$ cat src/rtl/muldiv_hilo_unit_if.sv
// Request/result bundle between the execute stage and the HI/LO divide unit.
interface muldiv_hilo_unit_if #(
  parameter int WIDTH = 32
) ();
  logic             start;
  logic             is_signed;
  logic [WIDTH-1:0] dividend;
  logic [WIDTH-1:0] divisor;
  logic             mthi;
  logic             mtlo;
  logic [WIDTH-1:0] wdata;
  logic [WIDTH-1:0] hi;
  logic [WIDTH-1:0] lo;
  logic             busy;
  logic             done;
  logic             div_by_zero;

  modport master (
    output start, is_signed, dividend, divisor, mthi, mtlo, wdata,
    input  hi, lo, busy, done, div_by_zero
  );

  modport slave (
    input  start, is_signed, dividend, divisor, mthi, mtlo, wdata,
    output hi, lo, busy, done, div_by_zero
  );
endinterface

$ cat src/rtl/muldiv_hilo_unit.sv
// Multi-cycle restoring divider (DIV/DIVU) owning the architectural HI/LO registers.
// Quotient lands in LO, remainder in HI; MTHI/MTLO writes are accepted only while idle.
module muldiv_hilo_unit #(
  parameter int WIDTH = 32
) (
  input  logic                 i_clk,
  input  logic                 i_reset,
  muldiv_hilo_unit_if.slave    bus
);

  localparam int CW = (WIDTH > 1) ? $clog2(WIDTH) : 1;
  localparam logic [CW-1:0] CNT_LAST = CW'(WIDTH - 1);
  localparam logic [CW-1:0] CNT_ONE  = CW'(1);

  typedef enum logic [1:0] {
    S_IDLE = 2'd0,
    S_CALC = 2'd1,
    S_FIX  = 2'd2
  } state_t;

  state_t           r_state;
  state_t           w_next;

  logic [WIDTH:0]   r_pr;
  logic [WIDTH-1:0] r_q;
  logic [WIDTH-1:0] r_dvs;
  logic [WIDTH-1:0] r_dvd_raw;
  logic             r_q_neg;
  logic             r_r_neg;
  logic             r_zero;
  logic [CW-1:0]    r_cnt;
  logic [WIDTH-1:0] r_hi;
  logic [WIDTH-1:0] r_lo;
  logic             r_busy;
  logic             r_done;
  logic             r_dbz;

  logic             w_sd;
  logic             w_sv;
  logic [WIDTH-1:0] w_dvd_mag;
  logic [WIDTH-1:0] w_dvs_mag;
  logic [WIDTH:0]   w_shift;
  logic [WIDTH:0]   w_trial;
  logic [WIDTH-1:0] w_fix_lo;
  logic [WIDTH-1:0] w_fix_hi;

  assign w_sd      = bus.is_signed & bus.dividend[WIDTH-1];
  assign w_sv      = bus.is_signed & bus.divisor[WIDTH-1];
  assign w_dvd_mag = w_sd ? (~bus.dividend + {{(WIDTH-1){1'b0}}, 1'b1}) : bus.dividend;
  assign w_dvs_mag = w_sv ? (~bus.divisor + {{(WIDTH-1){1'b0}}, 1'b1}) : bus.divisor;

  // Trial subtraction: a set borrow bit means the divisor did not fit.
  assign w_shift   = {r_pr[WIDTH-1:0], r_q[WIDTH-1]};
  assign w_trial   = w_shift - {1'b0, r_dvs};
  assign w_fix_lo  = r_q_neg ? (~r_q + {{(WIDTH-1){1'b0}}, 1'b1}) : r_q;
  assign w_fix_hi  = r_r_neg ? (~r_pr[WIDTH-1:0] + {{(WIDTH-1){1'b0}}, 1'b1})
                             : r_pr[WIDTH-1:0];

  always_ff @(posedge i_clk) begin
    if (i_reset) begin
      r_state <= S_IDLE;
    end else begin
      r_state <= w_next;
    end
  end

  always_comb begin
    w_next = r_state;
    case (r_state)
      S_IDLE: begin
        if (bus.start) begin
          if (bus.divisor == {WIDTH{1'b0}}) begin
            w_next = S_FIX;
          end else begin
            w_next = S_CALC;
          end
        end else begin
          w_next = S_IDLE;
        end
      end
      S_CALC: begin
        if (r_cnt == CNT_LAST) begin
          w_next = S_FIX;
        end else begin
          w_next = S_CALC;
        end
      end
      S_FIX:   w_next = S_IDLE;
      default: w_next = S_IDLE;
    endcase
  end

  always_ff @(posedge i_clk) begin
    if (i_reset) begin
      r_pr      <= {(WIDTH+1){1'b0}};
      r_q       <= {WIDTH{1'b0}};
      r_dvs     <= {WIDTH{1'b0}};
      r_dvd_raw <= {WIDTH{1'b0}};
      r_q_neg   <= 1'b0;
      r_r_neg   <= 1'b0;
      r_zero    <= 1'b0;
      r_cnt     <= {CW{1'b0}};
      r_hi      <= {WIDTH{1'b0}};
      r_lo      <= {WIDTH{1'b0}};
      r_busy    <= 1'b0;
      r_done    <= 1'b0;
      r_dbz     <= 1'b0;
    end else begin
      r_busy <= (w_next != S_IDLE);
      r_done <= 1'b0;
      r_dbz  <= 1'b0;
      case (r_state)
        S_IDLE: begin
          // A divide request wins over a same-cycle move, which is dropped.
          if (bus.start) begin
            r_pr      <= {(WIDTH+1){1'b0}};
            r_q       <= w_dvd_mag;
            r_dvs     <= w_dvs_mag;
            r_dvd_raw <= bus.dividend;
            r_q_neg   <= w_sd ^ w_sv;
            r_r_neg   <= w_sd;
            r_zero    <= (bus.divisor == {WIDTH{1'b0}});
            r_cnt     <= {CW{1'b0}};
          end else begin
            if (bus.mthi) begin
              r_hi <= bus.wdata;
            end
            if (bus.mtlo) begin
              r_lo <= bus.wdata;
            end
          end
        end
        S_CALC: begin
          if (!w_trial[WIDTH]) begin
            r_pr <= w_trial;
            r_q  <= {r_q[WIDTH-2:0], 1'b1};
          end else begin
            r_pr <= w_shift;
            r_q  <= {r_q[WIDTH-2:0], 1'b0};
          end
          r_cnt <= r_cnt + CNT_ONE;
        end
        S_FIX: begin
          r_done <= 1'b1;
          if (r_zero) begin
            r_lo  <= {WIDTH{1'b1}};
            r_hi  <= r_dvd_raw;
            r_dbz <= 1'b1;
          end else begin
            r_lo  <= w_fix_lo;
            r_hi  <= w_fix_hi;
          end
        end
        default: begin
          r_cnt <= {CW{1'b0}};
        end
      endcase
    end
  end

  assign bus.hi          = r_hi;
  assign bus.lo          = r_lo;
  assign bus.busy        = r_busy;
  assign bus.done        = r_done;
  assign bus.div_by_zero = r_dbz;

endmodule

$ cat src/flat_wrapper.sv
// flat-port wrapper written by rule: the top's interface ports become plain ports
module muldiv_hilo_unit_flat 
#(
  parameter int WIDTH = 32
)
  (i_clk, i_reset, bus_start, bus_is_signed, bus_dividend, bus_divisor, bus_mthi, bus_mtlo, bus_wdata, bus_hi, bus_lo, bus_busy, bus_done, bus_div_by_zero);
  muldiv_hilo_unit_if #(.WIDTH(WIDTH)) bus_i ();
  input  logic i_clk;
  input  logic i_reset;
  input wire logic [$bits(bus_i.start)-1:0] bus_start;
  input wire logic [$bits(bus_i.is_signed)-1:0] bus_is_signed;
  input wire logic [$bits(bus_i.dividend)-1:0] bus_dividend;
  input wire logic [$bits(bus_i.divisor)-1:0] bus_divisor;
  input wire logic [$bits(bus_i.mthi)-1:0] bus_mthi;
  input wire logic [$bits(bus_i.mtlo)-1:0] bus_mtlo;
  input wire logic [$bits(bus_i.wdata)-1:0] bus_wdata;
  output wire logic [$bits(bus_i.hi)-1:0] bus_hi;
  output wire logic [$bits(bus_i.lo)-1:0] bus_lo;
  output wire logic [$bits(bus_i.busy)-1:0] bus_busy;
  output wire logic [$bits(bus_i.done)-1:0] bus_done;
  output wire logic [$bits(bus_i.div_by_zero)-1:0] bus_div_by_zero;
  assign bus_i.start = bus_start;
  assign bus_i.is_signed = bus_is_signed;
  assign bus_i.dividend = bus_dividend;
  assign bus_i.divisor = bus_divisor;
  assign bus_i.mthi = bus_mthi;
  assign bus_i.mtlo = bus_mtlo;
  assign bus_i.wdata = bus_wdata;
  assign bus_hi = bus_i.hi;
  assign bus_lo = bus_i.lo;
  assign bus_busy = bus_i.busy;
  assign bus_done = bus_i.done;
  assign bus_div_by_zero = bus_i.div_by_zero;
  muldiv_hilo_unit #(.WIDTH(WIDTH)) u_core (.i_clk(i_clk), .i_reset(i_reset), .bus(bus_i));
endmodule
$ cat config.mk
export PLATFORM = sky130hd
export DESIGN_NAME = muldiv_hilo_unit_flat
export DESIGN_NICKNAME = d
export VERILOG_FILES = /design/src/rtl/muldiv_hilo_unit_if.sv /design/src/rtl/muldiv_hilo_unit.sv /design/src/flat_wrapper.sv
export SDC_FILE = /design/constraint.sdc
export NUM_CORES = 1
export LEC_CHECK = 0
export BUFFER_PORTS_ARGS = -buffer_cell sky130_fd_sc_hd__buf_2
export CAP_MARGIN = 40
export CORE_UTILIZATION = 40
export CTS_CLUSTER_DIAMETER = 200
export DETAILED_ROUTE_END_ITERATION = 6
export GPL_TIMING_DRIVEN = 0
export SLEW_MARGIN = 20
export SYNTH_ARGS = -nofsm -noshare
export SYNTH_HDL_FRONTEND = slang
export SYNTH_SLANG_ARGS = --single-unit
$ cat constraint.sdc
create_clock -name i_clk -period 2.8 [get_ports i_clk]
set_input_delay 0.28 -clock i_clk [delete_from_list [all_inputs] [get_ports i_clk]]
set_output_delay 0.28 -clock i_clk [all_outputs]
set_load 0.02 [all_outputs]
==> impl_metrics.toml, run 1 <==
[outcome]
status = "complete, but fails checks"
violations = "setup timing"

[synth]
synth_top_cell_by_area = "dfxtp_1"
synth_edf_count = 0
synth.distinct_cells = 78
synth_area_um2 = 12720
yosys-top-cells-area = "dfxtp_1 32%, nand2_1 7.9%, a21oi_1 5.3%, xnor2_1 5.2%, nor2_1 4.6%"
synth_top_area_share_pct = 32.26
async_reset_ff_share_pct = 0
synth_warnings = 0
avgSynthCellArea_um2 = 7.672
synth_fp_nets = 1799
synth_seq_area_share_pct = 32.26
ys_ff_latch = 205
synthCells = 1658
ys.flop_type = "dfxtp_1"

[placement]
pre_cts_ws_ns = -0.7101
gp_congestion = 0.9375
port_buffers = 166
hpwl_um = 38190

[worst_setup_path]
r2r_start = "u_core.r_q[31]"
critical-path-max-stage-delay_ns = 0.34
worst_path_most_repeated_cell = "buf_12"
required_ns = 3.21
cp_max_fo = 7
worstPathArrival_ns = 3.36
endpoint_kind = "flop"
path_cells = "inv_2 > ha_4 > fa_2 > nand2b_4 > a21o_4 > a211oi_4 > nor3_4 > o211ai_1 > o211ai_4 > buf_12 > buf_12 > a222oi_1 > nor2_1"
critPathLaunchType = "flop"
r2r_end = "u_core.r_q[0]"
worstSetupPathType = "reg -> reg"
ff2ff_path_depth = 13
worst_path_max_delay_cell = "dfxtp_2"
regToRegSetupSlack_ns = -0.14

[floorplan]
row_count = 64
start_util_pct = 41.15
die-area_um2 = 32520
die_w_um = 180.3
die_h_um = 180.3
coreArea_um2 = 30910
design.portCount = 169

[drt]
antenna_left = 0
vias = 13680
routedWlPerCell_um = 21.60
firstDrtPassIters = 7
vias_per_cell = 5.969
drc = 0
drtIter0Drc = 1590
wirelength_um = 49490

[sta]
hold_viol_final = 0
slew_headroom_pct = 38.98
rsz0062_at_grt = "yes"
min_period_ns = 2.943
skew_ns = 0.02588
tightest_slew_ns = 0.9153
period_share_pct = 105.1
finalSetupViolCount = 33
fmax_ghz = 0.3398
maxSlewViolCount = 0
hold_slack_ns = 0.01221
fin_ws_ns = -0.1427
tns_ns = -2.095

[cells_and_area]
area_growth_pct = 22.37
utilization_pct = 50.36
drive_gt1_share_pct = 18.10
nets = 2018
antennaDiodeCount = 0

[run]
cap_violations = 0

[hold_path]
min_from = "bus_dividend[5]"
hold_path_end = "u_core.r_dvd_raw[5]"
hold_class = "in -> reg"
min_path_cells = 3

[clocking]
cts_buffer_depth = 3
clock_sinks = 205
path_clk_slew_ns = 0.06
cts_tree = "yes"
clk_latency_ns = 0.56
htreeDepth = 1
cts-root-buf = "clkbuf_16"
numCtsBuffers = 25
cts_hold_buf = 0

[power]
peakVddDrop_mv = 0.4927
p_per_area_nw_per_um2 = 650.3
p_leak_nw = 6.075

[grt]
grt_pass1_wl_um = 74200
grt_pass1_vias = 12480
antenna_found_initial = 0
grt_start_max_net_pins = 14
grtUsageTotal_pct = 29.38
grt-ovfl-total = 0
==> layout by cell type (no fill, tap or decap), types with 7 or more instances in the layout <==
cell and instances:
a21o_1 10, ha_1 27, and3_1 10, a31oi_1 8, nand4_1 10, buf_2 169, o221ai_1 26, nor3_1 35
o21a_1 8, clkbuf_1 98, a311oi_1 19, nor4_1 14, dfxtp_1 188, a211oi_1 28, o21ai_0 61, o31ai_1 21
xnor2_1 75, ha_4 9, or4_1 8, dfxtp_2 15, inv_2 8, nor2b_1 7, inv_1 45, nand2_1 264
o21ai_1 28, nand2b_1 22, o211ai_1 26, a21oi_1 130, and2_1 7, nand3_1 27, nor2_1 152, xor2_1 58
o41ai_1 12, buf_4 28, a222oi_1 31, mux2i_1 27, or3_1 19, clkbuf_16 25
==> synth_stat cells (3+ instances only) <==
library cell / number
o21ai_1: 22
buf_1: 3
nand4_1: 10
o31ai_1: 23
a222oi_1: 31
nand3_1: 27
nor3_1: 37
a211oi_1: 28
nand2b_1: 23
a21boi_0: 4
inv_1: 53
o221ai_1: 26
o21ai_0: 67
a2111oi_0: 10
or2_2: 5
nor2b_1: 7
a22oi_1: 4
or4_1: 12
nand2_1: 269
nor4_1: 15
a21oi_1: 134
buf_2: 4
a311o_1: 3
dfxtp_1: 205
o21bai_1: 3
a21o_1: 11
nor2_1: 155
buf_6: 3
a31oi_1: 8
a41oi_1: 3
o211ai_1: 26
a311oi_1: 19
and2_1: 7
o21a_1: 8
mux2i_1: 28
clkbuf_1: 99
o311ai_0: 4
or3_1: 19
o41ai_1: 14
xnor2_1: 75
and3_1: 11
xor2_1: 61
ha_1: 38
==> cells by family after synthesis <==
group | synth area share [%]
AOI/OAI and AO/OA | 25.59
xor gates and xnor gates | 9.365
adders and majority gates | 3.895
buffers and inverters | 4.997
DFF | 32.26
muxes | 2.203
and+or+nand+nor | 21.69
==> how the worst max path moves through the flow <==
stage                     startpoint         endpoint  slack (ns)  depth (start not counted)
global placement     u_core.r_pr[16]    u_core.r_q[0]       -0.76                         10
detailed placement   u_core.r_pr[16]    u_core.r_q[0]       -0.71                         10
floorplan             u_core.r_pr[9]  u_core.r_pr[10]       0.004                         11
CTS                   u_core.r_q[31]    u_core.r_q[0]       -0.09                         13
finish                u_core.r_q[31]    u_core.r_q[0]       -0.14                         13
global route        u_core.r_dvs[10]    u_core.r_q[0]       -0.23                         12
==> worst max-delay path: cells and delay by family, from the launching register on <==
kind                       cells  cell delay, ns
AOI/OAI and AO/OA              5            1.27
adders and majority gates      2            0.49
buffers and inverters          3            0.35
DFF                            1            0.34
and+or+nand+nor                3            0.33
==> metal layers <==
metal / wire [um] / track usage, %
met1: 23060 / 43.52
met2: 20810 / 44.06
met3: 4390 / 4.163
met4: 1233 / 7.795
met5: 0 / 0
==> layout make-up <==
class / count / area, um2
inverters: 53 / 198.9
multi-input cells: 1291 / 8388
plain buffers: 106 / 449.2
clock buffers: 37 / 730.7
clock inverters: 8 / 111.4
fillers: 3125 / 15340
repair buffers: 195 / 1061
well taps: 396 / 495.5
flip-flops and latches: 205 / 4130
==> stage by stage <==
step / power (mW) / area [um2] / instances
2_1_floorplan: 5.352 / 12720 / 1658
3_3_place_gp: 6.205 / 14050 / 2220
3_5_place_dp: 6.229 / 14050 / 2221
4_1_cts: 9.879 / 15250 / 2274
5_1_grt: 10.54 / 15560 / 2291
6_report: 10.12 / 15560 / 2291
==> repair_timing <==
action / 4_1_cts / 5_1_grt
pin swaps: 18 / 24
gates cloned: 1 / 0
buffers inserted: 10 / 19
hold endpoints to repair: 0 / 0
resized for setup: 60 / 65
setup endpoints to repair: 51 / 68
==> flip-flops by register name, summed over array words and instances (netlist names) <==
| register | cells |
|---|---|
| u_core.bus.busy | 1 |
| u_core.bus.div_by_zero | 1 |
| u_core.bus.done | 1 |
| u_core.bus.hi | 32 |
| u_core.bus.lo | 32 |
| u_core.r_cnt | 5 |
| u_core.r_dvd_raw | 32 |
| u_core.r_dvs | 32 |
| u_core.r_pr | 32 |
| u_core.r_q | 32 |
| u_core.r_q_neg | 1 |
| u_core.r_r_neg | 1 |
| u_core.r_state | 2 |
| u_core.r_zero | 1 |
==> power by group <==
group	switching (mW)	leakage [nW]	total, mW	internal [mW]
registers	0.252	1.69	3.37	3.12
logic	1.96	3.98	3.37	1.41
clock network	1.38	0.412	3.38	2.00
(Power assumes the default switching activity.)
==> run 2, diff against run 1 <==
Settings changed: BUFFER_PORTS_ARGS -buffer_cell sky130_fd_sc_hd__buf_2 to -buffer_cell sky130_fd_sc_hd__buf_4, CORE_MARGIN set to 2.
==> run 2 against run 1 <==
  * The flow still finishes with violations (setup timing)
  * Sequential share of layout area down 0.72 points
  * Die area rose by 2.2%
  * Sequential power hardly changed
  * Final cell count up 0.26%
  * Clock skew up 0.0023 ns
  * Non-clock buffer count increased by 3
  * Combinational power grew 4%
  * Worst hold slack got worse by 0.0022 ns
  * Largest cell class unchanged
  * Highest routed layer unchanged
==> impl_metrics.toml, run 2 (same netlist as run 1, synthesis figures left out) <==
[outcome]
status = "complete, but fails checks"
violations = "setup timing"

[sta]
tightest_slew_ns = 0.8817
rsz0062_at_grt = "yes"
fin_ws_ns = -0.1344
slew_headroom_pct = 41.01
hold_viol_final = 0
tns_ns = -3.026
fmax_ghz = 0.3408
period_share_pct = 104.8
skew_ns = 0.02818
hold_slack_ns = 0.009997
maxSlewViolCount = 0
min_period_ns = 2.934
finalSetupViolCount = 33

[floorplan]
die_w_um = 182.3
row_count = 65
design.portCount = 169
die-area_um2 = 33240
coreArea_um2 = 31470
start_util_pct = 40.41
die_h_um = 182.3

[worst_setup_path]
worstPathArrival_ns = 3.36
critical-path-max-stage-delay_ns = 0.56
critPathLaunchType = "flop"
crit_buf_inv = 3
path_cells = "inv_2 > ha_4 > nand2_4 > or4_4 > a211oi_4 > nor3_4 > o21a_2 > o211ai_4 > buf_12 > clkbuf_16 > nor2_2 > a221o_1"
endpoint_kind = "flop"
worstSetupPathType = "reg -> reg"
worst_path_max_delay_cell = "or4_4"
regToRegSetupSlack_ns = -0.13
required_ns = 3.23
path_delay_family = "compound AO/OA/AOI/OAI gates"
cp_max_fo = 9

[placement]
port_buffers = 166
hpwl_um = 38620
placed_cell_area_um2 = 14480
gp_congestion = 0.9435
numPlacedInstances = 2227

[cells_and_area]
antennaDiodeCount = 0
stdcell_count = 2297
final_cell_mix = "265 x nand2_1, 191 x buf_4, 187 x dfxtp_1"
layout_commonest_cell = "nand2_1"
area_growth_pct = 25.95
nets = 2021
finalInstanceArea_um2 = 16020
utilization_pct = 50.90
drive_gt1_share_pct = 17.84

[drt]
vias = 13540
antenna_left = 0
wirelength_um = 49480
vias_per_cell = 5.893
routedWlPerCell_um = 21.54
drtIter0Drc = 1325
drc = 0
firstDrtPassIters = 6

[clocking]
clk_latency_ns = 0.56
clock_sinks = 205
cts_buffer_depth = 3
htreeDepth = 1
path_clk_slew_ns = 0.06
cts-root-buf = "clkbuf_16"
numCtsBuffers = 25
cts_tree = "yes"

[grt]
antenna_found_initial = 0
grt_pass1_vias = 12320
grt_pass1_wl_um = 73440
grt_start_max_net_pins = 14
grt-ovfl-total = 0
grtUsageTotal_pct = 28.66

[run]
cap_violations = 0

[power]
peakVddDrop_mv = 0.4695
p_leak_nw = 6.164
p_sw_mw = 3.535
power.sequential.fraction_pct = 33.5
p_per_area_nw_per_um2 = 628.4
p_comb_share_pct = 34.9
pwr-share-clk_pct = 31.6
intPower_mw = 6.532
switching_share_pct = 35.11

[hold_path]
hold_class = "in -> reg"
-- run 2: tightest hold or removal path: stages --
cell	delay, ns
buf_4	0.13
nand2_1	0.05
a21oi_1	0.05
-- run 2: cell type report --
class / count / area [um2]
Buffer: 105 / 460.4
Sequential cell: 205 / 4136
Timing Repair Buffer: 199 / 1563
Clock inverter: 6 / 77.57
Fill cell: 3099 / 15450
Clock buffer: 36 / 706.9
Inverter: 53 / 198.9
Multi-Input combinational cell: 1291 / 8374
Tap cell: 402 / 503.0
-- run 2: worst paths after layout --
kind | startpoint | to | cells past startpoint
setup / recovery | u_core.r_dvs[14] | u_core.r_pr[27] | 12
setup reg to reg | u_core.r_dvs[14] | u_core.r_pr[27] | 12
hold / removal | bus_dividend[10] | u_core.r_dvd_raw[10] | 3
hold reg to reg | u_core.bus.lo[27] | u_core.bus.lo[27] | 2
-- run 2: power groups by stage --
stage	combinational [mW]	clock [mW]	sequential, mW
after floorplan	1.97	0	3.38
final	3.51	3.18	3.37
after detailed placement	2.88	0	3.41
after CTS	3.31	3.20	3.36
after global routing	3.80	3.32	3.39
after global placement	2.85	0	3.41
-- run 2: layer usage --
layer	up-vias	track usage (%)	routed length (um)
met3	81	3.412	3659
met2	539	42.61	21110
met5	-	0	0
li1	6453	-	-
met4	0	8.613	1251
met1	6463	43.09	23450
-- run 2: repair_timing --
item / CTS / global route
setup endpoints to repair: 73 / 110
pin swaps: 16 / 22
hold endpoints to repair: 3 / 0
gates resized for setup: 72 / 56
gates cloned: 2 / 1
setup buffers: 15 / 12
hold buffers: 3 / 0
-- run 2: metrics by stage --
| stage | setup WS (ns) | power (mW) |
|---|---|---|
| 3_3_place_gp | -0.6731 | 6.261 |
| 2_1_floorplan | 0.004168 | 5.352 |
| 3_5_place_dp | -0.6825 | 6.290 |
| 4_1_cts | -0.1072 | 9.873 |
| 5_1_grt | -0.2697 | 10.52 |
| 6_report | -0.1344 | 10.07 |
